[config.mk]
export PLATFORM = sky130hd
export DESIGN_NAME = uart_rx
export DESIGN_NICKNAME = d
export VERILOG_FILES = /design/src/rtl/uart_rx_pkg.sv /design/src/rtl/uart_rx_fifo.sv /design/src/rtl/uart_rx.sv
export SDC_FILE = /design/constraint.sdc
export NUM_CORES = 1
export LEC_CHECK = 0
export ABC_CLOCK_PERIOD_IN_PS = 1900
export CAP_MARGIN = 20
export CORE_MARGIN = 4
export CORE_UTILIZATION = 30
export DETAILED_ROUTE_END_ITERATION = 16
export SLEW_MARGIN = 20
export SYNTH_ARGS = -nofsm -noshare
export SYNTH_HDL_FRONTEND = slang
export SYNTH_SLANG_ARGS = --single-unit
[constraint.sdc]
create_clock -name clock -period 1.9 [get_ports clock]
set_clock_uncertainty 0.05 [all_clocks]
set_input_delay 0.38 -clock clock [delete_from_list [all_inputs] [get_ports clock]]
set_output_delay 0.38 -clock clock [all_outputs]
set_load 0.01 [all_outputs]
[src/rtl/uart_rx_pkg.sv]
// Shared types and constants for the memory-mapped UART receiver.
// Optional stop-bit checking is enabled with the UART_RX_FERR_EN macro.
package uart_rx_pkg;

    // Bit period in CPU clocks: 25 MHz / 115200 baud
    localparam int unsigned clk_divider_bit = 25_000_000 / 115_200;

    // Status bit positions in the read data word
    localparam int unsigned ST_NONEMPTY_BIT = 8;
    localparam int unsigned ST_FERR_BIT     = 9;
    localparam int unsigned ST_OVR_BIT      = 10;

    typedef enum logic [1:0] {
        RX_IDLE  = 2'd0,
        RX_START = 2'd1,
        RX_DATA  = 2'd2,
        RX_STOP  = 2'd3
    } rx_state_e;

endpackage

[src/rtl/uart_rx_fifo.sv]
// Parameterised circular byte FIFO with push/pop, full/empty and drop
// indication. A push and a pop in the same cycle while full both take effect.
module uart_rx_fifo #(
    parameter int unsigned DEPTH = 4,
    parameter int unsigned WIDTH = 8
) (
    input  logic             clock,
    input  logic             reset,
    input  logic             i_push,
    input  logic [WIDTH-1:0] i_data,
    input  logic             i_pop,
    output logic [WIDTH-1:0] o_head_c,
    output logic             o_full_c,
    output logic             o_empty_c,
    output logic             o_drop_c
);

    localparam int unsigned AW = $clog2(DEPTH);

    logic [AW:0]      r_wr_ptr;
    logic [AW:0]      r_rd_ptr;
    logic [WIDTH-1:0] r_mem [DEPTH];
    logic             w_pop;
    logic             w_wr;

    assign o_empty_c = (r_wr_ptr == r_rd_ptr);
    assign o_full_c  = (r_wr_ptr[AW] != r_rd_ptr[AW]) &&
                       (r_wr_ptr[AW-1:0] == r_rd_ptr[AW-1:0]);
    assign w_pop     = i_pop & ~o_empty_c;
    assign w_wr      = i_push & (~o_full_c | w_pop);
    assign o_drop_c  = i_push & o_full_c & ~w_pop;
    assign o_head_c  = r_mem[r_rd_ptr[AW-1:0]];

    // Pointer update; the extra MSB distinguishes full from empty
    always_ff @(posedge clock or negedge reset) begin
        if (!reset) begin
            r_wr_ptr <= '0;
            r_rd_ptr <= '0;
        end else begin
            if (w_wr)  r_wr_ptr <= r_wr_ptr + (AW+1)'(1);
            if (w_pop) r_rd_ptr <= r_rd_ptr + (AW+1)'(1);
        end
    end

    // Storage array, no reset needed since empty status masks stale data
    always_ff @(posedge clock) begin
        if (w_wr) r_mem[r_wr_ptr[AW-1:0]] <= i_data;
    end

endmodule

[src/rtl/uart_rx.sv]
// Memory-mapped 8N1 UART receiver with a small receive FIFO.
// Define UART_RX_FERR_EN to drop bytes with a bad stop bit and flag a frame error.
module uart_rx
    import uart_rx_pkg::*;
#(
    parameter int unsigned CLK_DIVIDER_BIT = clk_divider_bit,
    parameter int unsigned FIFO_DEPTH      = 4
) (
    input  logic        reset,
    input  logic        clock,
    input  logic        uart_valid,
    input  logic        uart_instr,
    input  logic [31:0] uart_addr,
    input  logic [31:0] uart_wdata,
    input  logic [3:0]  uart_wstrb,
    output logic [31:0] uart_rdata,
    output logic        uart_ready,
    input  logic        rx
);

    localparam int unsigned   CW       = $clog2(CLK_DIVIDER_BIT);
    localparam logic [CW-1:0] CNT_HALF = CW'(CLK_DIVIDER_BIT / 2 - 1);
    localparam logic [CW-1:0] CNT_FULL = CW'(CLK_DIVIDER_BIT - 1);

    logic          r_rx_meta;
    logic          r_rx_s;
    rx_state_e     r_state;
    logic [CW-1:0] r_cnt;
    logic [2:0]    r_bit_idx;
    logic [7:0]    r_shift;
    logic          r_push;
    logic          r_ferr_set;
    logic          r_ferr;
    logic          r_ovr;

    logic          w_read;
    logic [7:0]    w_head;
    logic          w_full;
    logic          w_empty;
    logic          w_drop;
    logic [31:0]   w_status;
    logic          w_unused;

    assign w_unused = &{1'b0, uart_instr, uart_addr, uart_wdata, w_full};
    assign w_read   = uart_valid & ~(|uart_wstrb);

    // Two-flop synchronizer, reset high so a low line cannot fake a start bit
    always_ff @(posedge clock or negedge reset) begin
        if (!reset) begin
            r_rx_meta <= 1'b1;
            r_rx_s    <= 1'b1;
        end else begin
            r_rx_meta <= rx;
            r_rx_s    <= r_rx_meta;
        end
    end

    // Receive FSM: mid-bit sampling, LSB-first assembly, one-cycle push strobe
    always_ff @(posedge clock or negedge reset) begin
        if (!reset) begin
            r_state    <= RX_IDLE;
            r_cnt      <= '0;
            r_bit_idx  <= '0;
            r_shift    <= '0;
            r_push     <= 1'b0;
            r_ferr_set <= 1'b0;
        end else begin
            r_push     <= 1'b0;
            r_ferr_set <= 1'b0;
            case (r_state)
                RX_IDLE: begin
                    if (!r_rx_s) begin
                        r_cnt   <= '0;
                        r_state <= RX_START;
                    end
                end
                RX_START: begin
                    if (r_cnt == CNT_HALF) begin
                        if (!r_rx_s) begin
                            r_cnt     <= '0;
                            r_bit_idx <= '0;
                            r_state   <= RX_DATA;
                        end else begin
                            r_state <= RX_IDLE;
                        end
                    end else begin
                        r_cnt <= r_cnt + CW'(1);
                    end
                end
                RX_DATA: begin
                    if (r_cnt == CNT_FULL) begin
                        r_cnt   <= '0;
                        r_shift <= {r_rx_s, r_shift[7:1]};
                        if (r_bit_idx == 3'd7) begin
                            r_state <= RX_STOP;
                        end else begin
                            r_bit_idx <= r_bit_idx + 3'd1;
                        end
                    end else begin
                        r_cnt <= r_cnt + CW'(1);
                    end
                end
                RX_STOP: begin
                    if (r_cnt == CNT_FULL) begin
                        r_cnt   <= '0;
                        r_state <= RX_IDLE;
`ifdef UART_RX_FERR_EN
                        if (r_rx_s) begin
                            r_push <= 1'b1;
                        end else begin
                            r_ferr_set <= 1'b1;
                        end
`else
                        r_push <= 1'b1;
`endif
                    end else begin
                        r_cnt <= r_cnt + CW'(1);
                    end
                end
                default: r_state <= RX_IDLE;
            endcase
        end
    end

    uart_rx_fifo #(
        .DEPTH (FIFO_DEPTH),
        .WIDTH (8)
    ) u_fifo (
        .clock     (clock),
        .reset     (reset),
        .i_push    (r_push),
        .i_data    (r_shift),
        .i_pop     (w_read),
        .o_head_c  (w_head),
        .o_full_c  (w_full),
        .o_empty_c (w_empty),
        .o_drop_c  (w_drop)
    );

    // Status word presented on a read
    always_comb begin
        w_status                  = '0;
        w_status[7:0]             = w_empty ? 8'h00 : w_head;
        w_status[ST_NONEMPTY_BIT] = ~w_empty;
        w_status[ST_FERR_BIT]     = r_ferr;
        w_status[ST_OVR_BIT]      = r_ovr;
    end

    // Sticky flags (set wins over read-clear) and single-cycle bus response
    always_ff @(posedge clock or negedge reset) begin
        if (!reset) begin
            r_ferr     <= 1'b0;
            r_ovr      <= 1'b0;
            uart_ready <= 1'b0;
            uart_rdata <= '0;
        end else begin
            r_ferr     <= r_ferr_set | (r_ferr & ~w_read);
            r_ovr      <= w_drop | (r_ovr & ~w_read);
            uart_ready <= uart_valid;
            uart_rdata <= w_read ? w_status : 32'h0;
        end
    end

endmodule

======== Yosys cells after proc, flatten, opt, wreduce, memory -nomap -nowiden ========
Memories as Yosys holds them, arrays and structs flattened.
Cells that the tools add are included.
operators by class
  add/sub/neg operators ................... 4
  multipliers ............................. 0
  div/mod/pow operators ................... 0
  order comparisons ....................... 0
  equality and inequality tests ........... 16
  shift operators ......................... 0
  mux-type cells .......................... 22
  bitwise operators ....................... 14
  reductions and logical operators ........ 8
operators with widths
  operator               number
  $mux W8                4
  $pmux W8 S3            1
  $ne A2 B2 Y1 const B   7
  $mux W2                6
  $mux W3                4
  $mux W11               1
  $reduce_and A5 Y1      2
  $add A3 B1 Y3 const B  3
  $add A8 B1 Y8 const B  1
  $eq A8 B7 Y1 const B   1
  $eq A8 B8 Y1 const B   1
  $pmux W2 S4            1
  $and A1 B1 Y1          7
  $pmux W3 S2            1
  $not A1 Y1             5
  $eq A2 B2 Y1 const B   2
  $mux W1                4
  $reduce_or A4 Y1       1
  $eq A3 B3 Y1           1
  $eq A3 B3 Y1 const B   1
  $eq A2 B1 Y1 const B   1
  $eq A2 B2 Y1           1
  $logic_not A2 Y1       1
  $or A1 B1 Y1           2
  other kinds (5)        5
storage, ports and cells
  flip-flop bits (word level) ............. 44
  latch bits .............................. 0
  bits in writable memories ............... 32
  memory bits (read-only) ................. 0
  input bits .............................. 73
  output and inout port bits .............. 33
  logic and storage cells ................. 78
  memories ................................ 1
memory list
  memory        words  width  rd ports  clocked after memory_dff  write ports  RTL line            RTL
  u_fifo.r_mem  4      8      1         0                         1            uart_rx_fifo.sv:22  logic [WIDTH-1:0] r_mem [DEPTH];

======== Logic depth before layout (Yosys ltp) ========
  depth in word-level cells ............... 8
  mapped depth ............................ 7
  gate-level depth less buffers ........... 6

======== Cells and area by module ========
From an unflattened synthesis, not the netlist that was laid out.
second synthesis, totals
  cells, all modules ...................... 235
  area total of the unflattened synthesis .. 3452.1 µm²
modules (own cells, without submodules)
  module        instances  cells an instance  area each (µm²)  seq. area each (µm²)
  uart_rx       1          152                1826.8           953.4
  uart_rx_fifo  1          83                 1625.3           1111.1

======== Least setup slack after synthesis ========
No wires, ideal clock.
  path kind ............................... input-to-reg
  start ................................... input port uart_wstrb[1]
  end ..................................... memory u_fifo.r_mem[2][0], enable pin
  setup time .............................. 332 ps
  arrival ................................. 1447 ps
  data required time ...................... 1518 ps
  path slack .............................. 71 ps
  cell stages on the path ................. 4
  path buffers ............................ 0
  path through ............................ or3_1 > nor2_1 > o31a_1 > and2_1
between the ends
  longest elaborated chain between the ends .. 8
RTL lines
  element                        RTL line            RTL
  start: declaration             uart_rx.sv:15       input logic [3:0] uart_wstrb,
  $reduce_or A4 Y1               uart_rx.sv:45       assign w_read = uart_valid & ~(|uart_wstrb);
  $not A1 Y1                     uart_rx.sv:45
  $and A1 B1 Y1                  uart_rx.sv:45
  $and A1 B1 Y1                  uart_rx_fifo.sv:29  assign w_pop = i_pop & ~o_empty_c;
  $or A1 B1 Y1                   uart_rx_fifo.sv:30  assign w_wr = i_push & (~o_full_c | w_pop);
  $and A1 B1 Y1                  uart_rx_fifo.sv:30
  $mux W1                        uart_rx_fifo.sv:47  if (w_wr) r_mem[r_wr_ptr[AW-1:0]] <= i_data;
  $mux W1 (not written as such)  uart_rx_fifo.sv:47
  end: declaration               uart_rx_fifo.sv:22
Every way passes these cells.

======== Final worst setup path ========
  start ................................... input port uart_wstrb[0]
  end ..................................... memory u_fifo.r_mem[0][7], enable pin
The elaborated chain is that of the path after synthesis.

==> flow_summary.json <==
{
  "nFillCells": 1079,
  "tightest_slew_ns": 0.5024,
  "path_max_fanout": 4,
  "whs_ns": 0.3135,
  "syn_area_um2": 3471,
  "die_area_um2": 13350,
  "clkSlewWorstSetupHoldPaths_ns": 0.06,
  "avgSynthCellArea_um2": 14.17,
  "ff2ff_path_depth": 5,
  "grt_pass1_wl_mm": 9.604,
  "arrival_ns": 1.83,
  "die_w_um": 115.6,
  "outcome": "complete, no violations",
  "wire_per_inst_um": 13.27,
  "wl_met2_mm": 3.108,
  "synth-async-reset-ratio_pct": 57.89,
  "clk_latency_ns": 0.34,
  "numCtsBuffers": 9,
  "utilization_pct": 37.69,
  "drt_pass1_iterations": 4,
  "muxShareOfSynthArea_pct": 10.96,
  "nets": 376,
  "ios": 106,
  "synth_seq_cells": 76,
  "max_freq_ghz": 0.5456,
  "num_rows": 39,
  "m1WireLength_mm": 2.393,
  "yosysWarningCount": 0,
  "ys_seq_area_share_pct": 59.48,
  "drive_above_1_share_pct": 28.76,
  "clock_sinks": 76,
  "swShare_pct": 24.68,
  "hpwl_mm": 4.224,
  "slowest_delay_ns": 0.42,
  "finalHoldViolations": 0,
  "synth_compound_area_share_pct": 4.218,
  "synth-edff-count": 32,
  "vias": 1957,
  "gr-total-overflow": 0,
  "critPathSlowestCell": "clkdlybuf4s50_1",
  "ant_nets": 0,
  "worstReg2RegStart": "r_bit_idx[0]",
  "report.final.slew_viol_count": 0,
  "drc": 0,
  "start_util_pct": 30.53,
  "worstHoldPathType": "reg2reg",
  "crit_path_start_kind": "input port",
  "power_leakage_nw": 1.897,
  "synth_ff_type": "dfrtp_1",
  "place_congestion": 0.7593,
  "min_from": "r_rx_meta",
  "synth_cells": 245,
  "fin_crit_sh_pct": 96.47,
  "synth_fa_ha_area_share_pct": 3.244,
  "synth_top_area_share_pct": 30.28,
  "coreArea_um2": 11370,
  "crit_chain": "clkdlybuf4s50_1 > or3_4 > nor2_4 > o31a_1 > and2_4 > buf_4",
  "min_period_ns": 1.833,
  "total_power_mw": 3.703,
  "cts_tree": "built",
  "h-tree-depth": 3,
  "setup_violations": 0,
  "synth_area_leaders": "dfrtp_1 30%, edfxtp_1 28%, mux4_2 5.2%",
  "combPwrFrac_pct": 9.3,
  "yosys-top-cells-count": "42 x dfrtp_1, 32 x edfxtp_1, 22 x buf_4",
  "diodes": 0,
  "regToRegSetupSlack_ns": 0.07,
  "cts-root-buf": "clkbuf_16",
  "synth_xor_area_share_pct": 1.766,
  "yosys.cell_types.count": 49,
  "critPathTopFamily": "simple AND/OR/NAND/NOR gates",
  "internal_power_mw": 2.789,
  "area_growth_pct": 23.47,
  "critPathCaptureType": "register",
  "top_layer": "met4",
  "seq_power_share_pct": 47.5,
  "r2r-end": "r_bit_idx[2]",
  "crit_buf_inv": 2,
  "die_h_um": 115.6,
  "synth_top_area_cell": "dfrtp_1",
  "dr_wl_met3_um": 248,
  "cp.required_ns": 1.90,
  "synth_top_family_by_area": "simple AND/OR/NAND/NOR gates",
  "place_area_um2": 3905,
  "relSlewSlack_pct": 66.51,
  "grt_max_degree": 23,
  "post-route-cell-area_um2": 4285,
  "placement.io_buffers": 19,
  "min_path_cells": 0,
  "via_per_inst": 4.428,
  "synth-simple-area-share_pct": 13.12,
  "synth_most_common_cell": "dfrtp_1",
  "grtUsageTotal_pct": 9.616,
  "critPathKind": "in2reg",
  "peakVddDrop_uv": 578.8,
  "clock_power_share_pct": 43.2,
  "hold_end": "r_rx_s",
  "drv_cap": 0,
  "grt_pass1_vias": 1958,
  "antenna_found_initial": 0,
  "wl_mm": 5.867,
  "clockBufferDepth": 2,
  "switchingPower_uw": 913.8,
  "power_density_nw_per_um2": 864.1,
  "drt_iter0_drc": 43
}
what timing repair did:
| item | in CTS | in global routing |
|---|---|---|
| resized for setup | 1 | 18 |
| pin swaps | 1 | 6 |
| hold buffers | 1 | 0 |
| endpoints found under the hold margin | 17 | 0 |
| buffers inserted | 0 | 2 |
| setup endpoints to repair | 2 | 39 |
how the worst max path moves through the flow:
| stage | start | to | slack, ns | depth (start not counted) |
|---|---|---|---|---|
| after detailed placement | uart_wstrb[1] | u_fifo.r_mem[1][4] | -0.33 | 6 |
| after CTS | r_bit_idx[0] | r_bit_idx[2] | -0.003 | 5 |
| after global routing | r_bit_idx[0] | r_bit_idx[1] | -0.002 | 5 |
| after floorplan | uart_wstrb[1] | u_fifo.r_mem[2][0] | 0.07 | 4 |
| final | uart_wstrb[0] | u_fifo.r_mem[0][7] | 0.07 | 6 |
| after global placement | uart_wstrb[1] | u_fifo.r_mem[1][5] | -0.34 | 6 |
kinds of logic (layout without fill, tap and decap cells):
group                    count (synthesis)  in the layout
AO/OA/AOI/OAI                           15             15
XOR/XNOR                                 7              7
adder cells (fa/ha/maj)                  9              9
buffers and inverters                   40             74
flip-flops                              76             76
multiplexers                            23             23
other                                    1             21
AND/OR/NAND/NOR                         74             74
registers in the layout (all words and copies together) (netlist names), named ones only:
| register | count |
|---|---|
| r_state | 1 |
| r_cnt | 8 |
| u_fifo.r_rd_ptr | 3 |
| r_ovr | 1 |
| r_rx_s | 1 |
| r_ferr | 1 |
| u_fifo.r_mem | 32 |
| r_bit_idx | 3 |
| uart_rdata | 11 |
| r_push | 1 |
| uart_ready | 1 |
| r_shift | 8 |
| r_rx_meta | 1 |
| u_fifo.r_wr_ptr | 3 |
layout by cell type, fill, tap and decap left out, types with 3 or more instances in the layout:
cell type        instances
and2_4                   3
and3_1                   4
buf_4                   23
buf_6                    3
clkbuf_16                9
clkdlybuf4s50_1         17
conb_1                  21
dfrtp_1                 42
edfxtp_1                32
ha_1                     6
inv_1                   10
inv_6                    3
mux2_4                  12
mux4_2                   8
nand2_1                 10
nand3_1                 14
nand4_1                  4
nor2_1                   6
nor2b_1                 11
nor3_1                   3
or3_4                    3
xnor2_1                  5
per-layer routing:
layer,vias to the layer above,GRT usage (%)
li1,941,-
met4,0,4.460
met5,-,0
met2,29,16.47
met1,975,10.70
met3,12,3.446
power groups by stage:
| stage | sequential [mW] | clock [mW] | combinational [mW] |
|---|---|---|---|
| detailed placement | 1.79 | 0 | 0.356 |
| floorplan | 1.78 | 0 | 0.285 |
| CTS | 1.76 | 1.65 | 0.357 |
| global placement | 1.79 | 0 | 0.352 |
| finish | 1.76 | 1.60 | 0.346 |
| global route | 1.76 | 1.71 | 0.392 |
final cells by class:
class | instances | area [um2] | area share, %
Sequential cell | 76 | 2064 | 48.18
Multi-Input combinational cell | 149 | 1294 | 30.19
Timing Repair Buffer | 47 | 424.2 | 9.898
Clock buffer | 9 | 225.2 | 5.255
Tap cell | 143 | 178.9 | 4.175
Clock inverter | 7 | 57.56 | 1.343
Inverter | 11 | 41.29 | 0.9635
stage by stage:
| step | instances | setup slack [ns] | setup TNS, ns |
|---|---|---|---|
| finish | 442 | 0.06711 | 0 |
| global route | 442 | -0.002322 | -0.002322 |
| floorplan | 265 | 0.07127 | 0 |
| global placement | 423 | -0.3361 | -12.60 |
| detailed placement | 423 | -0.3258 | -11.59 |
| CTS | 440 | -0.003229 | -0.003229 |
(Power assumes the default switching activity.)
